<file path="src/rtl/dec_onehot_seq_if.sv">
// Select/decode bundle between a controller (master) and the one-hot decoder (slave).
// Carries the valid/ready select handshake plus the registered decode outputs.
interface dec_onehot_seq_if #(
  parameter int SEL_W = 2,
  parameter int OUT_N = 4
) ();
  logic             en;
  logic [1:0]       mode;
  logic [SEL_W-1:0] sel;
  logic             sel_valid;
  logic             sel_ready;
  logic [OUT_N-1:0] dec_out;
  logic             busy;
  logic             err;

  modport master (
    output en, mode, sel, sel_valid,
    input  sel_ready, dec_out, busy, err
  );

  modport slave (
    input  en, mode, sel, sel_valid,
    output sel_ready, dec_out, busy, err
  );
endinterface

</file>
<file path="src/rtl/dec_onehot_seq.sv">
// Registered binary-to-one-hot decoder with LEVEL, timed PULSE and autonomous SCAN modes.
// Drives chip-selects for OUT_N downstream channels; dec_out is never multi-hot.
module dec_onehot_seq #(
  parameter int SEL_W     = 2,
  parameter int OUT_N     = 4,
  parameter int PULSE_LEN = 1,
  parameter int DWELL     = 1
) (
  input  logic               clk,
  input  logic               rst_n,
  dec_onehot_seq_if.slave    bus
);

  localparam int CNT_MAX = (PULSE_LEN > DWELL) ? PULSE_LEN : DWELL;
  localparam int CNT_W   = (CNT_MAX > 1) ? $clog2(CNT_MAX) : 1;
  localparam int IDX_W   = $clog2(OUT_N);

  localparam logic [1:0] MODE_PULSE = 2'b01;
  localparam logic [1:0] MODE_SCAN  = 2'b10;

  typedef enum logic [1:0] {
    S_IDLE,
    S_LEVEL,
    S_PULSE,
    S_SCAN
  } state_e;

  state_e           state_q, state_d;
  logic [OUT_N-1:0] dec_q, dec_d;
  logic             err_q, err_d;
  logic [CNT_W-1:0] cnt_q, cnt_d;
  logic [IDX_W-1:0] idx_q, idx_d;

  logic             accept;
  logic             selInRange;
  logic [IDX_W-1:0] idxNext;

  function automatic logic [OUT_N-1:0] onehot(input int k);
    logic [OUT_N-1:0] r;
    for (int i = 0; i < OUT_N; i++) begin
      r[i] = (k == i);
    end
    return r;
  endfunction

  assign selInRange    = int'(bus.sel) < OUT_N;
  assign bus.sel_ready = bus.en && (state_q == S_IDLE || state_q == S_LEVEL) &&
                         (bus.mode != MODE_SCAN);
  assign accept        = bus.sel_valid && bus.sel_ready;
  assign bus.busy      = (state_q == S_PULSE) || (state_q == S_SCAN);
  assign bus.dec_out   = dec_q;
  assign bus.err       = err_q;
  assign idxNext       = (idx_q == IDX_W'(OUT_N - 1)) ? '0 : idx_q + 1'b1;

  // Counters hold "cycles left minus one", so a zero count means this is the last cycle.
  always_comb begin
    state_d = state_q;
    dec_d   = dec_q;
    err_d   = 1'b0;
    cnt_d   = cnt_q;
    idx_d   = idx_q;

    if (!bus.en) begin
      state_d = S_IDLE;
      dec_d   = '0;
      cnt_d   = '0;
      idx_d   = '0;
    end else begin
      case (state_q)
        S_IDLE, S_LEVEL: begin
          if (bus.mode == MODE_SCAN) begin
            state_d = S_SCAN;
            dec_d   = onehot(0);
            idx_d   = '0;
            cnt_d   = CNT_W'(DWELL - 1);
          end else if (accept) begin
            if (!selInRange) begin
              state_d = S_IDLE;
              dec_d   = '0;
              err_d   = 1'b1;
            end else begin
              dec_d = onehot(int'(bus.sel));
              if (bus.mode == MODE_PULSE) begin
                state_d = S_PULSE;
                cnt_d   = CNT_W'(PULSE_LEN - 1);
              end else begin
                state_d = S_LEVEL;
              end
            end
          end
        end

        S_PULSE: begin
          if (cnt_q != '0) begin
            cnt_d = cnt_q - 1'b1;
          end else begin
            state_d = S_IDLE;
            dec_d   = '0;
          end
        end

        S_SCAN: begin
          if (bus.mode != MODE_SCAN) begin
            state_d = S_IDLE;
            dec_d   = '0;
            cnt_d   = '0;
          end else if (cnt_q != '0) begin
            cnt_d = cnt_q - 1'b1;
          end else begin
            idx_d = idxNext;
            dec_d = onehot(int'(idxNext));
            cnt_d = CNT_W'(DWELL - 1);
          end
        end

        default: begin
          state_d = S_IDLE;
          dec_d   = '0;
        end
      endcase
    end
  end

  always_ff @(posedge clk or negedge rst_n) begin
    if (!rst_n) begin
      state_q <= S_IDLE;
      dec_q   <= '0;
      err_q   <= 1'b0;
      cnt_q   <= '0;
      idx_q   <= '0;
    end else begin
      state_q <= state_d;
      dec_q   <= dec_d;
      err_q   <= err_d;
      cnt_q   <= cnt_d;
      idx_q   <= idx_d;
    end
  end

  onehotInvariant: assert property (@(posedge clk) disable iff (!rst_n) $onehot0(dec_q));

endmodule

</file>
<file path="src/flat_wrapper.sv">
// flat-port wrapper written by rule: the top's interface ports become plain ports
module dec_onehot_seq_flat 
#(
  parameter int SEL_W     = 2,
  parameter int OUT_N     = 4,
  parameter int PULSE_LEN = 1,
  parameter int DWELL     = 1
)
  (clk, rst_n, bus_en, bus_mode, bus_sel, bus_sel_valid, bus_sel_ready, bus_dec_out, bus_busy, bus_err);
  dec_onehot_seq_if #(.SEL_W(SEL_W), .OUT_N(OUT_N)) bus_i ();
  input  logic clk;
  input  logic rst_n;
  input wire logic [$bits(bus_i.en)-1:0] bus_en;
  input wire logic [$bits(bus_i.mode)-1:0] bus_mode;
  input wire logic [$bits(bus_i.sel)-1:0] bus_sel;
  input wire logic [$bits(bus_i.sel_valid)-1:0] bus_sel_valid;
  output wire logic [$bits(bus_i.sel_ready)-1:0] bus_sel_ready;
  output wire logic [$bits(bus_i.dec_out)-1:0] bus_dec_out;
  output wire logic [$bits(bus_i.busy)-1:0] bus_busy;
  output wire logic [$bits(bus_i.err)-1:0] bus_err;
  assign bus_i.en = bus_en;
  assign bus_i.mode = bus_mode;
  assign bus_i.sel = bus_sel;
  assign bus_i.sel_valid = bus_sel_valid;
  assign bus_sel_ready = bus_i.sel_ready;
  assign bus_dec_out = bus_i.dec_out;
  assign bus_busy = bus_i.busy;
  assign bus_err = bus_i.err;
  dec_onehot_seq #(.SEL_W(SEL_W), .OUT_N(OUT_N), .PULSE_LEN(PULSE_LEN), .DWELL(DWELL)) u_core (.clk(clk), .rst_n(rst_n), .bus(bus_i));
endmodule
</file>
<file path="config.mk">
export PLATFORM = sky130hd
export DESIGN_NAME = dec_onehot_seq_flat
export DESIGN_NICKNAME = d
export VERILOG_FILES = /design/src/rtl/dec_onehot_seq_if.sv /design/src/rtl/dec_onehot_seq.sv /design/src/flat_wrapper.sv
export SDC_FILE = /design/constraint.sdc
export NUM_CORES = 1
export LEC_CHECK = 0
export ABC_AREA = 1
export CORE_AREA = 2 2 39 41
export CTS_BUF_LIST = sky130_fd_sc_hd__clkbuf_8 sky130_fd_sc_hd__clkbuf_16
export CTS_CLUSTER_DIAMETER = 200
export DETAILED_ROUTE_END_ITERATION = 7
export DIE_AREA = 0 0 41 43
export PLACE_DENSITY = 0.71
export SETUP_SLACK_MARGIN = 0.4
export SKIP_LAST_GASP = 1
export SLEW_MARGIN = 10
export SYNTH_ARGS = -nofsm -noshare
export SYNTH_HDL_FRONTEND = slang
export SYNTH_SLANG_ARGS = --single-unit
</file>
<file path="constraint.sdc">
create_clock -name clk -period 3.11 [get_ports clk]
set_clock_uncertainty 0.2 [all_clocks]
set_input_delay 0.622 -clock clk [delete_from_list [all_inputs] [get_ports clk]]
set_output_delay 0.622 -clock clk [all_outputs]
set_load 0.05 [all_outputs]
</file>
==> flow_summary.yaml, run 1 <==
finish:
  fillers: 144
  syn2layout_area_growth_pct: 33.9
  drive_gt1_share_pct: 12.1
  fin_cells: 107
  n_antenna_cell: 0
  nNetsFinal: 108
clock_network:
  htree_levels: 1
  clkTransAtPathRegs_ns: 0.05
  cts.sinks: 8
  root_buffer: "clkbuf_8"
  ctsHoldBuffers: 0
  cts_resized: 0
  cts_buffer_depth: 2
  post_cts_buffers: 0
  tritoncts: "done"
  clock_latency_ns: 0.23
  cts_buffers: 3
synthesis:
  synth_cells: 77
  avgSynthCellArea_um2: 7.28
  netlist_top_cells_area: "dfrtp_1 36%, nand2_1 19%, ha_1 16%"
  dominantRegCellSynth: "dfrtp_1"
  synth.largest_area_cell: "dfrtp_1"
  ys_top_cells_by_count: "29 x nand2_1, 8 x dfrtp_1, 8 x inv_1, 7 x ha_1, 5 x o21ai_1"
  synth_edf_count: 0
  ys_ff_latch: 8
  syn_nets: 92
  async_reset_ff_share_pct: 100
  synthDistinctLibCells: 19
  yosysMostFrequentCell: "nand2_1"
  yosysWarnings: 0
  synth_top_area_share_pct: 35.7
  syn-cell-area_um2: 561
  yosysSeqAreaShare_pct: 35.7
placement:
  place.gp.congestion: 0.822
  port_buffers: 13
  hpwl_um: 858
  dp_cells: 104
worst_hold_path:
  holdCritPathClass: "register to register"
die:
  die_x_um: 41
  core-area_um2: 1380
  start_util_pct: 40.5
  ioPinCount: 15
  die_area_um2: 1760
  die_y_um: 43
  rows: 14
timing:
  finalSetupViolCount: 0
  setup_tns_ns: 0
  rsz0062_at_grt: "false"
  hold_viol_final: 0
  period_needed_ns: 2.59
  clock.fmax_ghz: 0.387
  drv_slew: 0
  min_period_over_period_pct: 83.2
power:
  p_leak_nw: 0.402
  irDropWorstVdd_v: 0.000228
  p_per_area_nw_per_um2: 420
detailed_routing:
  drt_iter0_markers: 10
  ant_nets: 0
  viasPerCell: 4.74
  avgRoutedWirePerCell_um: 9.96
  dr.pass1.iters: 4
  vias: 507
  drc: 0
  wirelength_um: 1070
global_routing:
  overflow: 0
  grt_pass1_wl_um: 1820
  grt_max_degree: 9
  antenna_found_initial: 0
  grt_usage_pct: 15.6
  grt_pass1_vias: 448
critical_path:
  start_kind: "input pin"
  cp_data_required_time_ns: 2.29
  cp-end-kind: "primary output"
  critPathKind: "input pin to primary output"
  cp_max_fo: 4
  worstPathArrival_ns: 1.77
run:
  max-cap-violations: 0
status:
  run_status: "finished clean"
==> path summary, 6_finish.rpt <==
check	cells past startpoint	endpoint	startpoint	slack (ns)
min in group asynchronous	1	u_core.idx_q[1]$_DFFE_PN0P_	rst_n	0.48
setup reg to reg	7	u_core.bus.dec_out[0]$_DFFE_PN0P_	u_core.state_q[1]$_DFFE_PN0P_	1.76
setup / recovery	5	bus_sel_ready	bus_mode[0]	0.52
hold / removal	2	u_core.bus.dec_out[3]$_DFFE_PN0P_	u_core.bus.dec_out[3]$_DFFE_PN0P_	0.27
hold reg to reg	2	u_core.bus.dec_out[3]$_DFFE_PN0P_	u_core.bus.dec_out[3]$_DFFE_PN0P_	0.27
max in group asynchronous	1	u_core.bus.dec_out[2]$_DFFE_PN0P_	rst_n	1.96
==> layout make-up <==
| cell class | instances | area [um^2] | area share [%] |
|---|---|---|---|
| multi-input combinational | 56 | 307 | 40.8 |
| sequential | 8 | 200 | 26.7 |
| timing repair buffer | 13 | 140 | 18.7 |
| inverter | 11 | 42.5 | 5.67 |
| clock buffer | 3 | 41.3 | 5.50 |
| tap | 16 | 20.0 | 2.67 |
==> power by group <==
group | switching, mW | total (mW) | internal [mW]
Sequential | 0.00459 | 0.115 | 0.110
Combinational | 0.0472 | 0.0757 | 0.0285
Clock | 0.0408 | 0.125 | 0.0839
Total | 0.0926 | 0.315 | 0.223
==> cells by family (layout without fill, tap and decap cells) <==
family / after synthesis / count (layout) / synth area share [%]
simple gates: 42 / 42 / 32.8
buf+inv: 13 / 27 / 9.60
flops: 8 / 8 / 35.7
fa+ha+maj: 7 / 7 / 15.6
compound gates: 6 / 6 / 5.58
other cells: 1 / 1 / 0.669
==> per-layer routing <==
metal | part of all wire (%) | track usage [%]
met1 | 47 | 20.1
met4 | 1.8 | 10.0
met2 | 45 | 22.5
met5 | 0 | 0
met3 | 5.9 | 3.14
==> flip-flops by register name (all words and copies together) (netlist names) <==
signal / count
u_core.state_q: 2
u_core.idx_q: 2
u_core.bus.dec_out: 4
==> metrics by stage <==
step	hold slack, ns	utilization [%]	setup WS [ns]	cell area [um^2]	power [mW]
floorplan	0.126	-	0.926	561	0.163
CTS	0.277	54.2	0.507	751	0.317
global placement	0.264	51.3	0.540	709	0.192
finish	0.273	54.2	0.523	751	0.315
detailed placement	0.264	51.3	0.520	709	0.193
global route	0.290	54.2	0.446	751	0.335
==> cell usage in the layout, fill, tap and decap left out <==
master,count
conb_1,1
inv_2,2
a31oi_1,1
clkdlybuf4s50_1,12
ha_1,7
nor2_1,2
clkinv_2,1
clkbuf_8,3
inv_1,8
nor2_4,1
nor2_2,1
dfrtp_1,8
nand3_1,4
o21ai_1,5
nand2_2,2
nor3_1,1
buf_12,1
nand2_1,29
or2_0,1
nand4_1,1
==> worst max-delay path, stage by stage <==
cell and delay [ns]:
clkdlybuf4s50_1 0.48, inv_1 0.05, ha_1 0.24, nor2_2 0.21, buf_12 0.16
(Power assumes the default switching activity.)
==> inputs of run 2 (changes only) <==
CORE_AREA = not set   (was 2 2 39 41)
CORE_UTILIZATION = 41   (was not set)
DIE_AREA = not set   (was 0 0 41 43)
PLACE_DENSITY = 0.72   (was 0.71)
clock period = 2.05 ns   (was 3.11 ns; I/O delays follow)
==> flow_summary.yaml, run 2 (synthesis results as in run 1) <==
global_routing:
  grt_use_met1_pct: 22.5
  grt_usage_pct: 21.0
  use_met2_pct: 37.5
  met3_usage_pct: 3.47
  grt_pass1_wl_um: 2080
  antenna_found_initial: 0
  grt_pass1_vias: 518
  grt_max_degree: 9
  top_usage_layer: "met2"
  overflow: 0
timing:
  hold_viol_final: 0
  setup_tns_ns: 0
  clock.fmax_ghz: 0.613
  min_period_over_period_pct: 79.6
  period_needed_ns: 1.63
  finalSetupViolCount: 0
  setup_ws_ns: 0.419
  timing.hold.ws_ns: 0.271
  rsz0062_at_grt: "true"
  drv_slew: 0
run:
  max-cap-violations: 0
power:
  intPower_uw: 352
  pwr-share-seq_pct: 34.7
  comb_power_share_pct: 28.0
  p_sw_uw: 149
  irDropWorstVdd_v: 0.000278
  finalPower_uw: 502
  pwr-share-clk_pct: 37.4
  p_leak_nw: 0.464
  p_per_area_nw_per_um2: 610
  p_sw_share_pct: 29.8
detailed_routing:
  avgRoutedWirePerCell_um: 11.4
  drt_iter0_markers: 6
  wirelength_um: 1310
  viasPerCell: 4.79
  dr.pass1.iters: 4
  vias: 551
  ant_nets: 0
  drc: 0
die:
  die_area_um2: 1520
  start_util_pct: 47.3
  rows: 12
  ioPinCount: 15
  die_x_um: 39.0
  die_y_um: 39.0
  core-area_um2: 1190
clock_network:
  clock_latency_ns: 0.23
  ctsHoldBuffers: 0
  tritoncts: "done"
  cts_buffer_depth: 2
  cts_buffers: 3
  htree_levels: 1
  clkTransAtPathRegs_ns: 0.04
  cts.sinks: 8
  root_buffer: "clkbuf_8"
finish:
  mostFrequentLayoutCells: "29 x nand2_1, 15 x buf_4, 8 x dfrtp_1, 7 x inv_1, 6 x ha_1"
  final_core_util_pct: 69.3
  nNetsFinal: 118
  layout_commonest_cell: "nand2_1"
  n_antenna_cell: 0
  fin_cells: 115
  syn2layout_area_growth_pct: 46.7
  largest_reg_flops: 4
  final_area_um2: 822
  drive_gt1_share_pct: 29.7
worst_hold_path:
  min-delay-start: "u_core.bus.dec_out[3]$_DFFE_PN0P_"
  min_to: "u_core.bus.dec_out[3]$_DFFE_PN0P_"
  hold_path_depth: 2
  holdCritPathClass: "register to register"
critical_path:
  ff2ff_setup_slack_ns: 0.66
  cp_data_required_time_ns: 1.44
  critPathKind: "register to primary output"
  cp_max_fo: 2
  cp-end-kind: "primary output"
  start_kind: "register"
  worstPathArrival_ns: 1.02
  r2r-end: "u_core.bus.dec_out[1]$_DFFE_PN0P_"
  r2r_start: "u_core.state_q[1]$_DFFE_PN0P_"
  reg2regPathDepth: 9
placement:
  hpwl_um: 894
  place.gp.congestion: 0.796
  pre_cts_ws_ns: -0.0632
  port_buffers: 13
  dp_cells: 107
  postPlaceCellArea_um2: 737
status:
  run_status: "finished clean"
run 2: cell count changes in the layout (fill, tap and decap cells not counted), sizes merged:
cell,delta
buf,+17
dlygate4sd2,+1
clkdlybuf4s50,-8
run 2: final cells by class:
type,count,area (um^2)
flip-flops and latches,8,200
well taps,14,17.5
clock buffers,3,41.3
repair buffers,23,191
inverters,11,42.5
multi-input cells,56,329
fillers,101,364
run 2: worst max path at each step:
stage	endpoint	cells after the start	start
final	bus_sel_ready	4	u_core.state_q[1]$_DFFE_PN0P_
after global routing	bus_sel_ready	4	u_core.state_q[1]$_DFFE_PN0P_
after CTS	bus_sel_ready	4	u_core.state_q[1]$_DFFE_PN0P_
after detailed placement	bus_sel_ready	5	bus_mode[0]
after global placement	bus_sel_ready	5	bus_mode[0]
after floorplan	bus_sel_ready	3	bus_mode[0]
run 2: per-layer routing:
layer  vias to the layer above  part of all wire, %
li1                        285                    -
met1                       245                   42
met2                        19                   51
met3                         2                  4.9
met4                         0                  1.5
met5                         -                    0
run 2: what timing repair did:
item	4_1_cts	5_1_grt
pin swaps	3	3
buffers inserted	5	0
endpoints found under the setup margin	8	1
gates cloned	0	0
hold endpoints to repair	0	0
gates resized for setup	10	3
run 2: power groups by stage:
stage | registers [mW] | logic [mW] | clock network (mW)
after global routing | 0.174 | 0.152 | 0.199
after global placement | 0.176 | 0.123 | 0
final | 0.174 | 0.140 | 0.188
after floorplan | 0.190 | 0.0591 | 0
after CTS | 0.174 | 0.140 | 0.190
after detailed placement | 0.176 | 0.125 | 0
run 2: critical path, cell delays in order, from the launching register on:
cell,delay (ns)
dfrtp_1,0.39
inv_2,0.09
nand2_4,0.06
nor2_4,0.11
buf_12,0.14
